### src/rtl/cache_axi_arbiter.sv
// Shares one AXI master port between the i-cache (reads only) and the d-cache (reads and writes).
// AR/R use round-robin arbitration, AW/W/B pass through, and d-cache reads wait behind writes.
module cache_axi_arbiter #(
  parameter logic [3:0] I_ID = 4'd0,
  parameter logic [3:0] D_ID = 4'd1
) (
  input  logic        clk,
  input  logic        rst,
  input  logic [31:0] i_araddr,
  input  logic [7:0]  i_arlen,
  input  logic        i_arvalid,
  output logic        i_arready,
  output logic [31:0] i_rdata,
  output logic        i_rlast,
  output logic        i_rvalid,
  input  logic        i_rready,
  input  logic [31:0] d_araddr,
  input  logic [7:0]  d_arlen,
  input  logic        d_arvalid,
  output logic        d_arready,
  output logic [31:0] d_rdata,
  output logic        d_rlast,
  output logic        d_rvalid,
  input  logic        d_rready,
  input  logic [31:0] d_awaddr,
  input  logic [7:0]  d_awlen,
  input  logic        d_awvalid,
  output logic        d_awready,
  input  logic [31:0] d_wdata,
  input  logic [3:0]  d_wstrb,
  input  logic        d_wlast,
  input  logic        d_wvalid,
  output logic        d_wready,
  output logic        d_bvalid,
  input  logic        d_bready,
  output logic [3:0]  arid,
  output logic [31:0] araddr,
  output logic [7:0]  arlen,
  output logic [2:0]  arsize,
  output logic [1:0]  arburst,
  output logic        arvalid,
  input  logic        arready,
  input  logic [3:0]  rid,
  input  logic [31:0] rdata,
  input  logic [1:0]  rresp,
  input  logic        rlast,
  input  logic        rvalid,
  output logic        rready,
  output logic [3:0]  awid,
  output logic [31:0] awaddr,
  output logic [7:0]  awlen,
  output logic [2:0]  awsize,
  output logic [1:0]  awburst,
  output logic        awvalid,
  input  logic        awready,
  output logic [3:0]  wid,
  output logic [31:0] wdata,
  output logic [3:0]  wstrb,
  output logic        wlast,
  output logic        wvalid,
  input  logic        wready,
  input  logic [3:0]  bid,
  input  logic [1:0]  bresp,
  input  logic        bvalid,
  output logic        bready
);

  typedef enum logic [2:0] {R_IDLE, I_AR, I_R, D_AR, D_R} rd_state_t;
  typedef enum logic [1:0] {W_IDLE, W_AW, W_D, W_B} wr_state_t;

  rd_state_t rd_state, rd_next;
  wr_state_t wr_state, wr_next;
  logic      last_d;
  logic      wr_busy;
  logic      d_ok;
  logic      rd_done;
  logic      unused_ok;

  // Only one read is ever outstanding, so the response ID and status carry no routing information.
  assign unused_ok = ^{rid, rresp, bid, bresp};

  assign wr_busy = (wr_state != W_IDLE) | d_awvalid;
  assign d_ok    = d_arvalid & ~wr_busy;
  assign rd_done = ((rd_state == I_R) | (rd_state == D_R)) & rvalid & rready & rlast;

  assign arsize  = 3'b010;
  assign arburst = 2'b01;
  assign awsize  = 3'b010;
  assign awburst = 2'b01;
  assign awid    = D_ID;
  assign wid     = D_ID;
  assign i_rdata = rdata;
  assign d_rdata = rdata;
  assign wdata   = d_wdata;
  assign wstrb   = d_wstrb;
  assign wlast   = d_wlast;

  always_ff @(posedge clk) begin
    if (rst) begin
      rd_state <= R_IDLE;
      wr_state <= W_IDLE;
      last_d   <= 1'b1;
    end else begin
      rd_state <= rd_next;
      wr_state <= wr_next;
      if (rd_done) last_d <= (rd_state == D_R);
    end
  end

  // Read arbitration: ties go to the side that did not win the previous read.
  always_comb begin
    rd_next   = rd_state;
    arvalid   = 1'b0;
    arid      = I_ID;
    araddr    = '0;
    arlen     = '0;
    i_arready = 1'b0;
    d_arready = 1'b0;
    i_rvalid  = 1'b0;
    i_rlast   = 1'b0;
    d_rvalid  = 1'b0;
    d_rlast   = 1'b0;
    rready    = 1'b0;
    case (rd_state)
      R_IDLE: begin
        if (i_arvalid && d_ok) rd_next = last_d ? I_AR : D_AR;
        else if (i_arvalid)    rd_next = I_AR;
        else if (d_ok)         rd_next = D_AR;
      end
      I_AR: begin
        arvalid   = i_arvalid;
        arid      = I_ID;
        araddr    = i_araddr;
        arlen     = i_arlen;
        i_arready = arready;
        if (i_arvalid && arready) rd_next = I_R;
      end
      I_R: begin
        i_rvalid = rvalid;
        i_rlast  = rlast;
        rready   = i_rready;
        if (rvalid && i_rready && rlast) rd_next = R_IDLE;
      end
      D_AR: begin
        arvalid   = d_arvalid;
        arid      = D_ID;
        araddr    = d_araddr;
        arlen     = d_arlen;
        d_arready = arready;
        if (d_arvalid && arready) rd_next = D_R;
      end
      D_R: begin
        d_rvalid = rvalid;
        d_rlast  = rlast;
        rready   = d_rready;
        if (rvalid && d_rready && rlast) rd_next = R_IDLE;
      end
      default: rd_next = R_IDLE;
    endcase
  end

  // Write path: each channel is connected only while its phase is active.
  always_comb begin
    wr_next   = wr_state;
    awvalid   = 1'b0;
    awaddr    = '0;
    awlen     = '0;
    d_awready = 1'b0;
    wvalid    = 1'b0;
    d_wready  = 1'b0;
    d_bvalid  = 1'b0;
    bready    = 1'b0;
    case (wr_state)
      W_IDLE: begin
        if (d_awvalid) wr_next = W_AW;
      end
      W_AW: begin
        awvalid   = d_awvalid;
        awaddr    = d_awaddr;
        awlen     = d_awlen;
        d_awready = awready;
        if (d_awvalid && awready) wr_next = W_D;
      end
      W_D: begin
        wvalid   = d_wvalid;
        d_wready = wready;
        if (d_wvalid && wready && d_wlast) wr_next = W_B;
      end
      W_B: begin
        d_bvalid = bvalid;
        bready   = d_bready;
        if (bvalid && d_bready) wr_next = W_IDLE;
      end
      default: wr_next = W_IDLE;
    endcase
  end

endmodule

### config.mk
export PLATFORM = sky130hd
export DESIGN_NAME = cache_axi_arbiter
export DESIGN_NICKNAME = d
export VERILOG_FILES = /design/src/rtl/cache_axi_arbiter.sv
export SDC_FILE = /design/constraint.sdc
export NUM_CORES = 1
export LEC_CHECK = 0
export BUFFER_PORTS_ARGS = -buffer_cell sky130_fd_sc_hd__buf_2
export CORE_AREA = 4 4 165 167
export DETAILED_ROUTE_END_ITERATION = 10
export DIE_AREA = 0 0 169 171
export PLACE_DENSITY = 0.36
export SLEW_MARGIN = 20
export SYNTH_ARGS = -nofsm -noshare
export SYNTH_HDL_FRONTEND = slang
export SYNTH_SLANG_ARGS = --single-unit
### constraint.sdc
create_clock -name clk -period 3.15 [get_ports clk]
set_input_delay 0.315 -clock clk [delete_from_list [all_inputs] [get_ports clk]]
set_output_delay 0.315 -clock clk [all_outputs]
set_load 0.005 [all_outputs]
==> metrics.txt, run 1 <==
status finished, final reports clean; Routed Antenna Nets 0; most frequent cell after synthesis buf_4; CTS H-tree lvls 1; crit end category primary output; worst min path class input pin to flip-flop; top_reg_cell synth dfxtp_1; setup_tns 0 ns; Leak 0.00161 uW; PortBufs 231; synthesized area around 0.0022 mm^2; drt drc 0; flip-flop and latch area between 100 and 150 um^2; GRT Overall Usage 0.0601; post-synth top area cell buf_4; Post-synth EDFFs 0; Worst-path clk slew 0.03 ns; grt ovf 0; post-DR wirelength/cell approximately 13 um; postcts setup bufs 0; Synth top area share 0.419; #FFs+latches synth 6; via density per instance 3.13; worst skew pair latency 0.23 ns; startpoint type of the worst setup path flip-flop; Gate Count Post-Synth 290; Reg2Reg Depth 4; hold buffer count at CTS 0; worst-case clock skew 0.00429 ns; Avg Inst Size Synth 7.53 um^2; R2R setup slack 1.34 ns; Yosys Warn Count 0; post-CTS sizing 0; Die Ht between 150 and 200 um; RR Startpoint rd_state[2]$_SDFFE_PP0P_; routability congestion estimate ~0.65; actual slew at the worst max-slew pin between 0.6 and 0.7 ns; CP endpoint araddr[29]; Pins Over Slew Limit 0; vias in the first global route ~2,300; final WL 9.87 mm; DRT iter0 DRCs 38; Worst EP arrival between 1.5 and 2 ns; root buf cell clkbuf_16; Ant. Diodes 0; first-pass GRT wire length around 13 mm; Tmin final 2.23 ns; initial antenna violation count 2; largest net degree at the start of global routing between 40 and 50; critical path data required time 2.83 ns; vias 2,322; CTS tree built; top post-synthesis cells by area buf_4 (42%), a22o_1 (16%), and2_1 (14%); Num Clock Sinks 6; Power, Total ~1400 uW; PD cells 469 mW/mm^2; Initial Util 0.0847; Die ar. approximately 0.029 mm^2; Crit Path Class flip-flop to primary output; RSZ-0062 raised after global routing false; Max-cap violations 0; total iterations of the first detailed-routing run 4; final setup vio count 0; fin crit share 0.708; Commonest cells post-synth buf_4 (122), and2_1 (50), a22o_1 (41), clkbuf_1 (11), dfxtp_1 (6); launch point of the worst path rd_state[0]$_SDFFE_PP0P_; num rows 59; area of the multi-input gates 0.00115 mm^2; Max clock buf depth 2; max_slew headroom 0.575; die width between 150 and 200 um; FILL cells roughly 3,000; register area share after synthesis 0.0550; Final Hold Fails 0; Synth cell types 39; Peak supply drop 0.219 mV; layout cells sized above 1 0.598; ys async rst share 0; final net count between 600 and 700; r2r endpoint last_d$_SDFFE_PP1P_; core box area 0.0258 mm^2; Detailed Place HPWL 8.94 mm; Area growth, synth to finish 35.2%; worst-path fanout max 42; I/O pin cnt 433; cts bufs inserted 3; Fmax 449 MHz
## power breakdown
group	leakage (uW)	total [uW]	internal [uW]	switching [uW]
Combinational	0.00152	1050	531	516
Clock	0.0000370	204	163	41.0
Sequential	0.0000493	136	98.8	37.3
## how the worst min path moves through the flow
stage | start | to | slack, ns | cells after the start
6_report | rst | rd_state[0]$_SDFFE_PP0P_ | 0.38 | 2
3_5_place_dp | wr_state[1]$_SDFFE_PP0P_ | wr_state[1]$_SDFFE_PP0P_ | 0.52 | 2
5_1_grt | rst | rd_state[0]$_SDFFE_PP0P_ | 0.41 | 2
3_3_place_gp | wr_state[1]$_SDFFE_PP0P_ | wr_state[1]$_SDFFE_PP0P_ | 0.53 | 2
4_1_cts | rst | rd_state[0]$_SDFFE_PP0P_ | 0.39 | 2
2_1_floorplan | rst | rd_state[0]$_SDFFE_PP0P_ | 0.38 | 1
## critical path, stage by stage, from the launching register on
cell,delay (ns)
dfxtp_1,0.48
inv_1,0.21
nor3_4,0.19
buf_4,0.41
a22o_1,0.22
buf_2,0.14
## final cells by class
cell class / count / share of cell area
Clock buffer: 3 / 0.0254
Inverter: 4 / 0.00508
Multi-Input combinational cell: 162 / 0.390
Sequential cell: 6 / 0.0407
Tap cell: 335 / 0.142
Timing Repair Buffer: 233 / 0.397
## layout by cell type (no fill, tap or decap), drive strengths merged, types with 2 or more instances in the layout
cell,n
a211o,2
a21oi,5
a22o,41
a311oi,2
and2,50
buf,233
clkbuf,3
conb,21
dfxtp,6
ha,5
inv,4
nand2,2
nand2b,2
nand3,4
nand3b,3
nor2,2
nor2b,2
nor3,2
nor3b,2
o21ai,2
## cell families (layout without fill, tap and decap cells)
kind of cell	after synthesis	count (layout)	share of synthesized area
AOI/OAI and AO/OA	58	58	0.225
buffers and inverters	141	240	0.457
muxes	1	1	0.00516
adders and majority gates	5	5	0.0287
DFF	6	6	0.0550
other	2	21	0.00344
xor gates and xnor gates	1	1	0.00401
and+or+nand+nor	76	76	0.222
## metrics by stage
step | cell area [um^2] | util | hold WS, ns | std cells | setup WS, ns
after floorplan | 2250 | - | 0.384 | 309 | 1.46
after global placement | 2880 | 0.112 | 0.529 | 740 | 1.02
after detailed placement | 2880 | 0.112 | 0.523 | 740 | 1.01
after CTS | 2950 | 0.115 | 0.394 | 743 | 0.831
after global routing | 2950 | 0.115 | 0.406 | 743 | 0.705
final | 2950 | 0.115 | 0.381 | 743 | 0.921
## state kept, by name, indices dropped and copies added, names as in the netlist
name      cells
last_d        1
rd_state      3
wr_state      2
## routing by layer
metal / global-route usage / up-vias / part of all wire / wire length (um)
li1: - / 1087 / - / -
met4: 0.0284 / 0 / 0.049 / 485
met3: 0.0252 / 41 / 0.16 / 1610
met2: 0.115 / 221 / 0.48 / 4780
met5: 0 / - / 0 / 0
met1: 0.0552 / 973 / 0.30 / 2990
Note: power is estimated with default switching activity, not from simulation.
==> inputs of run 2 (changes only) <==
--- a/config.mk
+++ b/config.mk
@@ -6,9 +6,9 @@
 export NUM_CORES = 1
 export LEC_CHECK = 0
 export BUFFER_PORTS_ARGS = -buffer_cell sky130_fd_sc_hd__buf_2
-export CORE_AREA = 4 4 165 167
+export CORE_AREA = 4 4 166 168
 export DETAILED_ROUTE_END_ITERATION = 10
-export DIE_AREA = 0 0 169 171
+export DIE_AREA = 0 0 170 172
 export PLACE_DENSITY = 0.36
 export SLEW_MARGIN = 20
 export SYNTH_ARGS = -nofsm -noshare
==> constraint.sdc (replaced) <==
create_clock -name clk -period 2.3 [get_ports clk]
set_input_delay 0.23 -clock clk [delete_from_list [all_inputs] [get_ports clk]]
set_output_delay 0.23 -clock clk [all_outputs]
set_load 0.005 [all_outputs]
==> metrics.txt, run 2 (synthesis gave the netlist of run 1 again) <==
root buf cell clkbuf_16; final setup vio count 0; Ant. Diodes 0; Initial Util 0.0843; Num Clock Sinks 6; Area growth, synth to finish 37.3%; max_slew headroom 0.548; I/O pin cnt 433; Final Hold Fails 0; setup_tns 0 ns; Max clock buf depth 2; grt ovf 0; core box area between 0.02 and 0.03 mm^2; crit end category primary output; worst-path fanout max 43; RSZ-0062 raised after global routing false; Detailed Place HPWL around 8.6 mm; num rows 59; Final Non-Filler Cells ~750; postcts setup bufs 0; DRT iter0 DRCs 47; critical path data required time 2.07 ns; Crit Path Class flip-flop to primary output; worst-case clock skew 0.00601 ns; first-pass GRT wire length approximately 13 mm; startpoint type of the worst setup path flip-flop; largest net degree at the start of global routing 44; Largest Register rd_state; worst skew pair latency between 0.2 and 0.25 ns; Worst-path clk slew around 0.040 ns; post-CTS sizing 0; CTS H-tree lvls 1; worst min path class input pin to flip-flop; commonest non-fill, non-tap cell in the layout buf_2; Die ar. ~0.03 mm^2; max FFs per register 3; Area after DPL roughly 0.0029 mm^2; GRT Overall Usage 0.0563; Peak supply drop 0.283 mV; Power, Total ~1900 uW; cts bufs inserted 3; via density per instance 3.14; final WL approximately 9.5 mm; Worst EP arrival around 1.7 ns; Max-cap violations 0; drt drc 0; Tmin final 1.94 ns; layout cells sized above 1 0.599; initial antenna violation count 1; Routed Antenna Nets 0; final net count 634; most frequent cells in the layout buf_2 (231), and2_1 (50), a22o_1 (41); DP Cell Count 743; fin crit share 0.842; actual slew at the worst max-slew pin 0.661 ns; design area ~0.003 mm^2; total iterations of the first detailed-routing run 4; Leak 0.00163 uW; Pins Over Slew Limit 0; PD cells 648 mW/mm^2; vias in the first global route 2,257; vias ~2,300; Min Hold Slack roughly 0.32 ns; die width approximately 170 um; hold buffer count at CTS 0; routability congestion estimate approximately 0.69; post-DR wirelength/cell 12.7 um; CTS tree built; status finished, final reports clean; biggest regs rd_state: 3 flops, wr_state: 2 flops, last_d: 1 flops; Die Ht 172 um; PortBufs 231; Fmax 516 MHz
run 2: changes by cell type in the layout (fill, tap and decap cells not counted):
cell	delta
buf_12	+2
buf_4	+1
ha_1	+1
ha_2	-1
run 2: final timing paths:
check,startpoint,end,slack [ns],depth (start not counted)
worst max-delay path,rd_state[1]$_SDFFE_PP0P_,araddr[10],0.36,5
worst min-delay path,rst,wr_state[1]$_SDFFE_PP0P_,0.32,2
worst min register to register,wr_state[1]$_SDFFE_PP0P_,wr_state[1]$_SDFFE_PP0P_,0.53,2
worst max register to register,rd_state[2]$_SDFFE_PP0P_,last_d$_SDFFE_PP1P_,0.45,4
run 2: stage by stage:
stage,util,setup slack [ns]
3_5_place_dp,0.113,0.492
6_report,0.116,0.363
2_1_floorplan,-,0.675
3_3_place_gp,0.113,0.457
4_1_cts,0.116,0.330
5_1_grt,0.116,0.249
run 2: final cells by class:
class,instances,area (um^2)
inverters,4,15.0
well taps,335,419
flip-flops and latches,6,120
multi-input cells,162,1150
clock buffers,3,75.1
fillers,3026,22900
repair buffers,236,1220
run 2: routing by layer:
metal	vias to the layer above	share of wire	global-route usage
met2	216	0.49	0.108
met4	2	0.035	0.0219
li1	1094	-	-
met3	35	0.16	0.0233
met5	-	0.0014	0
met1	993	0.32	0.0530
run 2: worst max-delay path, stage by stage (launching register included):
cell and delay (ns):
dfxtp_1 0.49, inv_1 0.17, nor3_4 0.24, buf_12 0.24, a22o_1 0.16, buf_2 0.14
run 2: report_power, final:
part | internal (uW) | switching [uW] | leakage (uW) | total (uW)
clock network | 224 | 61.1 | 0.0000370 | 285
registers | 135 | 50.1 | 0.0000493 | 185
logic | 764 | 708 | 0.00155 | 1470
